[src/rtl/sprite_draw_scheduler.sv]
// Frame draw sequencer: erases previous sprite rectangles and draws new ones
// one pixel at a time into the VGA plot port, with clipping and backpressure.
module sprite_draw_scheduler #(
    parameter int NUM_OBJ   = 6,
    parameter int X_W       = 8,
    parameter int Y_W       = 7,
    parameter int SIZE_W    = 5,
    parameter int COL_W     = 3,
    parameter int SCREEN_W  = 160,
    parameter int SCREEN_H  = 120,
    parameter int BG_COLOUR = 0,
    parameter int ERASE_EN  = 1
) (
    input  logic                      clk,
    input  logic                      reset,
    input  logic                      frame_start,
    input  logic [NUM_OBJ*X_W-1:0]    obj_x,
    input  logic [NUM_OBJ*Y_W-1:0]    obj_y,
    input  logic [NUM_OBJ*SIZE_W-1:0] obj_w,
    input  logic [NUM_OBJ*SIZE_W-1:0] obj_h,
    input  logic [NUM_OBJ*COL_W-1:0]  obj_c,
    input  logic [NUM_OBJ-1:0]        obj_valid,
    input  logic                      plot_ready,
    output logic                      plot,
    output logic [X_W-1:0]            vga_x,
    output logic [Y_W-1:0]            vga_y,
    output logic [COL_W-1:0]          vga_colour,
    output logic                      busy,
    output logic                      frame_done
);

    localparam int IDX_W = (NUM_OBJ > 1) ? $clog2(NUM_OBJ) : 1;

    typedef enum logic [1:0] {
        IDLE,
        SEL,
        PIX,
        DONE
    } state_t;

    state_t              state, state_n;
    logic                erase, erase_n;
    logic [IDX_W-1:0]    idx, idx_n;
    logic [SIZE_W-1:0]   cx, cx_n;
    logic [SIZE_W-1:0]   cy, cy_n;
    logic                snap;
    logic                commit;
    logic                adv;

    logic [NUM_OBJ*X_W-1:0]    cur_x, prev_x;
    logic [NUM_OBJ*Y_W-1:0]    cur_y, prev_y;
    logic [NUM_OBJ*SIZE_W-1:0] cur_w, prev_w;
    logic [NUM_OBJ*SIZE_W-1:0] cur_h, prev_h;
    logic [NUM_OBJ*COL_W-1:0]  cur_c;
    logic [NUM_OBJ-1:0]        cur_v, prev_v;

    logic [X_W-1:0]    sel_x;
    logic [Y_W-1:0]    sel_y;
    logic [SIZE_W-1:0] sel_w;
    logic [SIZE_W-1:0] sel_h;
    logic [COL_W-1:0]  sel_c;
    logic              sel_v;
    logic [X_W:0]      px;
    logic [Y_W:0]      py;
    logic              on_screen;
    logic              last_x;
    logic              last_y;
    logic              last_idx;

    // Pick the rectangle for the current index: old frame when erasing.
    always_comb begin
        sel_x = cur_x[int'(idx)*X_W +: X_W];
        sel_y = cur_y[int'(idx)*Y_W +: Y_W];
        sel_w = cur_w[int'(idx)*SIZE_W +: SIZE_W];
        sel_h = cur_h[int'(idx)*SIZE_W +: SIZE_W];
        sel_v = cur_v[idx];
        sel_c = cur_c[int'(idx)*COL_W +: COL_W];
        if (erase) begin
            sel_x = prev_x[int'(idx)*X_W +: X_W];
            sel_y = prev_y[int'(idx)*Y_W +: Y_W];
            sel_w = prev_w[int'(idx)*SIZE_W +: SIZE_W];
            sel_h = prev_h[int'(idx)*SIZE_W +: SIZE_W];
            sel_v = prev_v[idx];
            sel_c = COL_W'(BG_COLOUR);
        end
    end

    // Pixel address is one bit wider so off-screen sprites never wrap back.
    always_comb begin
        px        = {1'b0, sel_x} + (X_W+1)'(cx);
        py        = {1'b0, sel_y} + (Y_W+1)'(cy);
        on_screen = (px < (X_W+1)'(SCREEN_W)) && (py < (Y_W+1)'(SCREEN_H));
        last_x    = (cx == sel_w - 1'b1);
        last_y    = (cy == sel_h - 1'b1);
        last_idx  = (idx == IDX_W'(NUM_OBJ - 1));
    end

    // Next-state logic: object walk, raster walk and phase change.
    always_comb begin
        state_n = state;
        erase_n = erase;
        idx_n   = idx;
        cx_n    = cx;
        cy_n    = cy;
        snap    = 1'b0;
        commit  = 1'b0;
        adv     = 1'b0;
        unique case (state)
            IDLE: begin
                if (frame_start) begin
                    state_n = SEL;
                    erase_n = (ERASE_EN != 0);
                    idx_n   = '0;
                    snap    = 1'b1;
                end
            end
            SEL: begin
                if (sel_v && sel_w != '0 && sel_h != '0) begin
                    cx_n    = '0;
                    cy_n    = '0;
                    state_n = PIX;
                end else begin
                    adv = 1'b1;
                end
            end
            PIX: begin
                if (!on_screen || plot_ready) begin
                    if (last_x) begin
                        cx_n = '0;
                        if (last_y) begin
                            adv = 1'b1;
                        end else begin
                            cy_n = cy + 1'b1;
                        end
                    end else begin
                        cx_n = cx + 1'b1;
                    end
                end
            end
            DONE: begin
                state_n = IDLE;
                commit  = 1'b1;
            end
            default: state_n = IDLE;
        endcase
        if (adv) begin
            if (last_idx) begin
                if (erase) begin
                    erase_n = 1'b0;
                    idx_n   = '0;
                    state_n = SEL;
                end else begin
                    state_n = DONE;
                end
            end else begin
                idx_n   = idx + 1'b1;
                state_n = SEL;
            end
        end
    end

    // Sequencer state register.
    always_ff @(posedge clk) begin
        if (reset) begin
            state <= IDLE;
            erase <= 1'b0;
            idx   <= '0;
            cx    <= '0;
            cy    <= '0;
        end else begin
            state <= state_n;
            erase <= erase_n;
            idx   <= idx_n;
            cx    <= cx_n;
            cy    <= cy_n;
        end
    end

    // Frame shadows: snapshot at start, promote to previous at end of pass.
    always_ff @(posedge clk) begin
        if (reset) begin
            cur_x  <= '0;
            cur_y  <= '0;
            cur_w  <= '0;
            cur_h  <= '0;
            cur_c  <= '0;
            cur_v  <= '0;
            prev_x <= '0;
            prev_y <= '0;
            prev_w <= '0;
            prev_h <= '0;
            prev_v <= '0;
        end else if (snap) begin
            cur_x <= obj_x;
            cur_y <= obj_y;
            cur_w <= obj_w;
            cur_h <= obj_h;
            cur_c <= obj_c;
            cur_v <= obj_valid;
        end else if (commit) begin
            prev_x <= cur_x;
            prev_y <= cur_y;
            prev_w <= cur_w;
            prev_h <= cur_h;
            prev_v <= cur_v;
        end
    end

    // Plot port and status outputs.
    always_comb begin
        plot       = (state == PIX) && on_screen;
        vga_x      = '0;
        vga_y      = '0;
        vga_colour = '0;
        if (plot) begin
            vga_x      = px[X_W-1:0];
            vga_y      = py[Y_W-1:0];
            vga_colour = sel_c;
        end
        busy       = (state == SEL) || (state == PIX);
        frame_done = (state == DONE);
    end

endmodule
[config.mk]
export PLATFORM = sky130hd
export DESIGN_NAME = sprite_draw_scheduler
export DESIGN_NICKNAME = d
export VERILOG_FILES = /design/src/rtl/sprite_draw_scheduler.sv
export SDC_FILE = /design/constraint.sdc
export NUM_CORES = 1
export LEC_CHECK = 0
export BUFFER_PORTS_ARGS = -buffer_cell sky130_fd_sc_hd__buf_4
export CAP_MARGIN = 10
export CELL_PAD_IN_SITES_DETAIL_PLACEMENT = 0
export CELL_PAD_IN_SITES_GLOBAL_PLACEMENT = 1
export CORE_ASPECT_RATIO = 1.75
export CORE_MARGIN = 1.5
export CORE_UTILIZATION = 45
export DETAILED_ROUTE_END_ITERATION = 8
export GPL_TIMING_DRIVEN = 0
export HOLD_SLACK_MARGIN = 0.03
export PLACE_DENSITY_LB_ADDON = 0.1
export SETUP_SLACK_MARGIN = 0.05
export SLEW_MARGIN = 25
export SYNTH_ARGS = -nofsm -noshare
export SYNTH_HDL_FRONTEND = slang
export SYNTH_SLANG_ARGS = --single-unit
export TNS_END_PERCENT = 5
[constraint.sdc]
create_clock -name clk -period 7.3 [get_ports clk]
set_clock_uncertainty 0.15 [all_clocks]
set_input_delay 0.365 -clock clk [delete_from_list [all_inputs] [get_ports clk]]
set_output_delay 0.365 -clock clk [all_outputs]
set_load 0.02 [all_outputs]
== Yosys cells after proc, flatten, opt, wreduce, memory -nomap -nowiden ==
Index checks and enable logic that the tools add are counted.

* Bits in read-only memories: 0
* Register bits: 346
* Logic and storage cells: 112
* Latch bits: 0
* Memories: 0
* Output and inout port bits: 21
* Memory bits (writable): 0

* $mul: 3
* Equal/unequal tests: 12
* Div/mod/pow operators: 0
* Shifts and indexed selects: 9
* Reduce and logical (&&, ||, !) cells: 16
* Bitwise gates (word level): 1
* Magnitude comparators: 3
* Mux-type cells: 45
* $add $sub $neg: 7

{| class="wikitable"
|+ Operators by type and width
! cell !! count
|-
| 30-bit by 32-bit indexed part select with 5-bit output || 3
|-
| 48-bit by 7-bit indexed part select with 8-bit output || 2
|-
| 42-bit by 32-bit indexed part select with 7-bit output || 1
|-
| 42-bit by 7-bit indexed part select with 7-bit output || 1
|-
| 5-bit two-way mux || 8
|-
| 30-bit by 7-bit indexed part select with 5-bit output || 1
|-
| 3-bit two-way mux || 7
|-
| 5-bit case mux with 2 select lines || 2
|-
| 18-bit by 6-bit indexed part select with 3-bit output || 1
|-
| 8-bit two-way mux || 2
|-
| 1-bit two-way mux || 15
|-
| 7-bit two-way mux || 2
|-
| 3-bit by 3-bit multiplier with 6-bit output (second input constant) || 2
|-
| 5-bit by 1-bit adder with 5-bit output (second input constant) || 2
|-
| 5-bit equality test || 2
|-
| 2-bit two-way mux || 5
|-
| 5-bit nonzero test || 2
|-
| 5-bit by 1-bit subtractor with 5-bit output (second input constant) || 2
|-
| 8-bit by 5-bit adder with 9-bit output || 1
|-
| 9-bit by 8-bit < comparator with 1-bit output (second input constant) || 1
|-
| 7-bit by 5-bit adder with 8-bit output || 1
|-
| 8-bit by 7-bit < comparator with 1-bit output (second input constant) || 1
|-
| 2-bit inequality test (second input constant) || 4
|-
| 1-bit binary-select mux with 3-bit select || 2
|-
| other kinds (19) || 26
|}

== Depth between registers and ports, before layout ==
* Depth in word-level cells: 12
* Gate-level depth with buffers: 23
* Mapped depth without buffers: 16

== Worst setup path before layout ==
OpenSTA, ideal clock, no wires.

* Kind: reg-to-output
* Start point: register idx[0]
* End point: output vga_x[4]
* Stages on the path, launching flop included: 22
* Required time: 6785 ps
* Buffers on the path: 6
* Slack: 1940 ps
* Data arrival time: 4845 ps
* Path through: dfxtp_1 -> buf_6 -> buf_6 -> buf_2 -> buf_1 -> clkbuf_1 -> mux4_2 -> nand2_1 -> o21ai_0 -> ha_1 -> inv_1 -> fa_1 -> nor2b_1 -> o21ai_0 -> a21boi_0 -> o21a_1 -> or3b_1 -> nand4_1 -> inv_1 -> nand2_1 -> clkbuf_1 -> nor3_1

* Cells in the longest elaborated chain, start to end: 8
* Elaborated cells on any way between the ends: 14
* Classes of those cells: add/sub (2); mul (1); order compare (2); shift (4); mux (3); reduce/logical (2)

{| class="wikitable"
|+ Ends and longest elaborated chain
! element !! line !! text
|-
| from (decl) || 43 || <nowiki>logic [IDX_W-1:0] idx, idx_n;</nowiki>
|-
| from (signal assigned) || 173 || <nowiki>idx <= idx_n;</nowiki>
|-
| 3-bit by 3-bit multiplier with 6-bit output || 73, 80 ||
|-
| 42-bit by 32-bit indexed part select with 7-bit output or 42-bit by 7-bit indexed part select with 7-bit output (tied branches) || 73, 80 ||
|-
| 7-bit two-way mux || 78 || <nowiki>if (erase) begin</nowiki>
|-
| 7-bit by 5-bit adder with 8-bit output || 91 || <nowiki>py = {1'b0, sel_y} + (Y_W+1)'(cy);</nowiki>
|-
| 8-bit by 7-bit < comparator with 1-bit output || 92 || <nowiki>on_screen = (px < (X_W+1)'(SCREEN_W)) && (py < (Y_W+1)'(SCREEN_H));</nowiki>
|-
| 1-bit logical AND || 92 ||
|-
| 1-bit logical AND || 211 || <nowiki>plot = (state == PIX) && on_screen;</nowiki>
|-
| 8-bit two-way mux (*) || 215 || <nowiki>if (plot) begin</nowiki>
|-
| to (decl) || 25 || <nowiki>output logic [X_W-1:0] vga_x,</nowiki>
|}

Every way passes the cells marked *; elsewhere a longest branch is shown, timed or not.

== Worst setup path after layout ==
Same ends and word-level chain as after synthesis.

==> results.cfg <==
[min_path]
min_to = cy[2]
hp-class = primary input to register
hold_start = reset
hold-path-cell-count = 4

[synth]
synth_area_um2 = 15900
syn-mean-instance-area_um2 = 9.18
yosysUniqueCellTypes = 69
yosys_warnings = 0
seq_area_frac_synth_pct = 43.5
synth-main-ff-cell = dfxtp_1
syn_nets = 1935
ys_top_cells_by_area = dfxtp_1 (44%), mux2i_1 (13%), mux4_2 (9.5%)
synth-edff-count = 0
post-synth-top-count-cell = nand2_1
synth_cells = 1733
synthTopCellsByCount = nand2_1 (386), dfxtp_1 (346), mux2i_1 (202)
yosysTopAreaCellShare_pct = 43.5
synthArstFlopShare_pct = 0
synth_seq_cells = 346
synth_top_area_cell = dfxtp_1

[drt]
drt_wl_total_um = 52300
drt_pass1_iterations = 5
wire_per_inst_um = 19.9
drc = 0
ant_nets = 0
vias_per_cell = 5.32
drtIter0Drc = 709
vias = 13959

[clock_network]
clk_pin_slew_ns = 0.07
h-tree-depth = 2
cts_made_buffers = 34
clock_tree.root_cell = clkbuf_16
clk_latency_ns = 0.53
cts.sinks = 346
tritoncts = yes
cts_buffer_depth = 3
postCtsSetupRepairBufs = 0

[final_layout]
drive_gt1_share_pct = 16.9
ff_latch_area_um2 = 6930
diodes = 0
multi_input_area_um2 = 8350
nets = 2342
fill_cells = 3181
fin_cells = 2625
area_growth_pct = 31.4

[grt]
grt_pass1_wl_um = 78900
grt.overflow.total = 0
grt_max_degree = 20
antenna_found_initial = 0
first_global_vias = 13778
grtUsageTotal_pct = 28.2

[power]
leakage_nw = 7.83
vdd_ir_drop_max_v = 0.000194
power.density_nw_per_um2 = 274

[floorplanning]
coreArea_um2 = 35100
ios = 199
start_util_pct = 45.4
die-area_um2 = 36600
rows = 91
die_w_um = 145
die_y_um = 252

[sta]
relSlewSlack_pct = 33.1
setup_ws_ns = 0.204
slew_viol_final = 0
period_minus_slack_ns = 7.10
rsz0062_at_grt = true
fmaxAchievable_mhz = 141
setup_viol = 0
worst_pin_slew_ns = 1.00
timing.final.crit_share_pct = 97.2
hold_viol = 0

[place]
dp_slack_ns = -0.111
port_buffers = 198
dp.cells = 2396
place.gp.congestion = 0.925
hpwl_um = 38500

[setup_path]
worstSetupPathType = register to output pin
required_ns = 6.78
cp_max_fo = 10
reg2reg_to = cy[0]
cp_common_cell = buf_6
end_kind = output pin
r2r_start = idx[0]
slowest_stage = mux4_2
critPathMaxStageDelay_ns = 0.56
ff2ff_setup_slack_ns = 1.01
crit_chain = buf_6 > buf_6 > buf_2 > clkdlybuf4s15_2 > mux4_2 > mux2i_1 > o21ai_0 > ha_1 > a21o_1 > a311o_1 > a21oi_1 > nor3_1 > a41oi_1 > nand4_1 > inv_1 > nand2_1 > clkbuf_2 > nor3_2 > buf_4
r2r_cells = 18
crit_path_start = idx[0]
worstPathArrival_ns = 6.58
start_kind = register

[job]
maxCapViolations = 0

[status]
status = completed
layout by cell type (no fill, tap or decap), types with 5 or more instances in the layout:
master / instances
nand2b_1: 9
nor2_1: 182
ha_1: 22
a31oi_1: 5
dlygate4sd3_1: 174
buf_1: 25
xnor2_1: 11
clkbuf_16: 37
clkbuf_2: 8
buf_6: 7
nor2b_1: 10
clkbuf_8: 8
nor3_1: 5
a21oi_1: 199
o21ai_1: 6
and2_1: 10
xor2_1: 10
nand3_1: 8
mux4_2: 67
inv_1: 18
buf_4: 204
o21a_1: 5
nand2_1: 386
mux2i_1: 202
a21o_1: 7
o21ai_0: 14
clkbuf_1: 77
dfxtp_1: 346
or3_1: 6
o22ai_1: 6
and3_1: 5
a221oi_1: 5
buf_2: 5
worst max path at each step:
stage	end	depth (start not counted)	slack [ns]
after CTS	vga_x[4]	19	0.18
after global routing	vga_x[4]	19	0.03
after detailed placement	vga_x[4]	21	-0.11
final	vga_x[4]	19	0.20
after global placement	vga_x[4]	22	-0.48
after floorplan	vga_x[4]	21	1.94
cell type report:
type	instances	area share, %
Tap cell	465	2.78
Clock inverter	7	0.538
Buffer	127	2.86
Sequential cell	346	33.1
Inverter	18	0.323
Clock buffer	49	5.02
Multi-Input combinational cell	1241	39.9
Timing Repair Buffer	372	15.4
state kept, by name, summed over array words and instances (netlist names), 3 cells and up:
register / cells
cur_v: 6
idx: 3
cur_c: 18
cur_h: 30
prev_v: 6
prev_h: 30
cur_x: 48
prev_y: 42
prev_w: 30
prev_x: 48
cy: 5
cur_y: 42
cx: 5
cur_w: 30
per-stage QoR:
step	power, mW	util, %	area (µm²)	setup TNS, ns	hold WS (ns)
CTS	5.76	59.7	20900	0	0.0628
global placement	3.81	51.3	18000	-3.87	0.291
finish	5.72	59.7	20900	0	0.0929
global route	5.98	59.7	20900	0	0.102
floorplan	3.26	-	15900	0	0.283
detailed placement	3.83	51.3	18000	-0.111	0.297
metal layers:
| layer | global-route usage (%) | routed length [µm] | up-vias |
|---|---|---|---|
| met1 | 30.9 | 19600 | 6679 |
| met3 | 3.29 | 2360 | 101 |
| met5 | 0 | 0 | - |
| met2 | 54.2 | 28100 | 415 |
| li1 | - | - | 6764 |
| met4 | 12.4 | 2300 | 0 |
worst max-delay path, delay by kind of cell (launching register included):
family | cells | cell delay (ns)
buf+inv | 7 | 2.17
fa+ha+maj | 1 | 0.35
compound gates | 5 | 1.42
simple gates | 4 | 0.83
flops | 1 | 0.45
mux | 2 | 0.81
what timing repair did:
action,in CTS,in global routing
endpoints found under the setup margin,19,8
endpoints found under the hold margin,174,0
resized for setup,15,1
hold buffers,174,0
pin swaps,0,0
where the power goes:
group	leakage (nW)	internal [mW]	switching, mW
clock	0.572	1.10	0.755
sequential	2.81	2.07	0.166
combinational	4.44	0.673	0.952
total	7.83	3.85	1.87
kinds of logic (layout without fill, tap and decap cells):
kind of cell,after synthesis,after routing,share of synthesized area [%]
XOR/XNOR,21,21,1.16
adder cells (fa/ha/maj),24,24,1.98
AND/OR/NAND/NOR,648,648,16.7
multiplexers,271,271,22.4
AO/OA/AOI/OAI,277,277,10.2
flip-flops,346,346,43.5
buffers and inverters,146,573,4.02
Note: power is estimated with default switching activity, not from simulation.
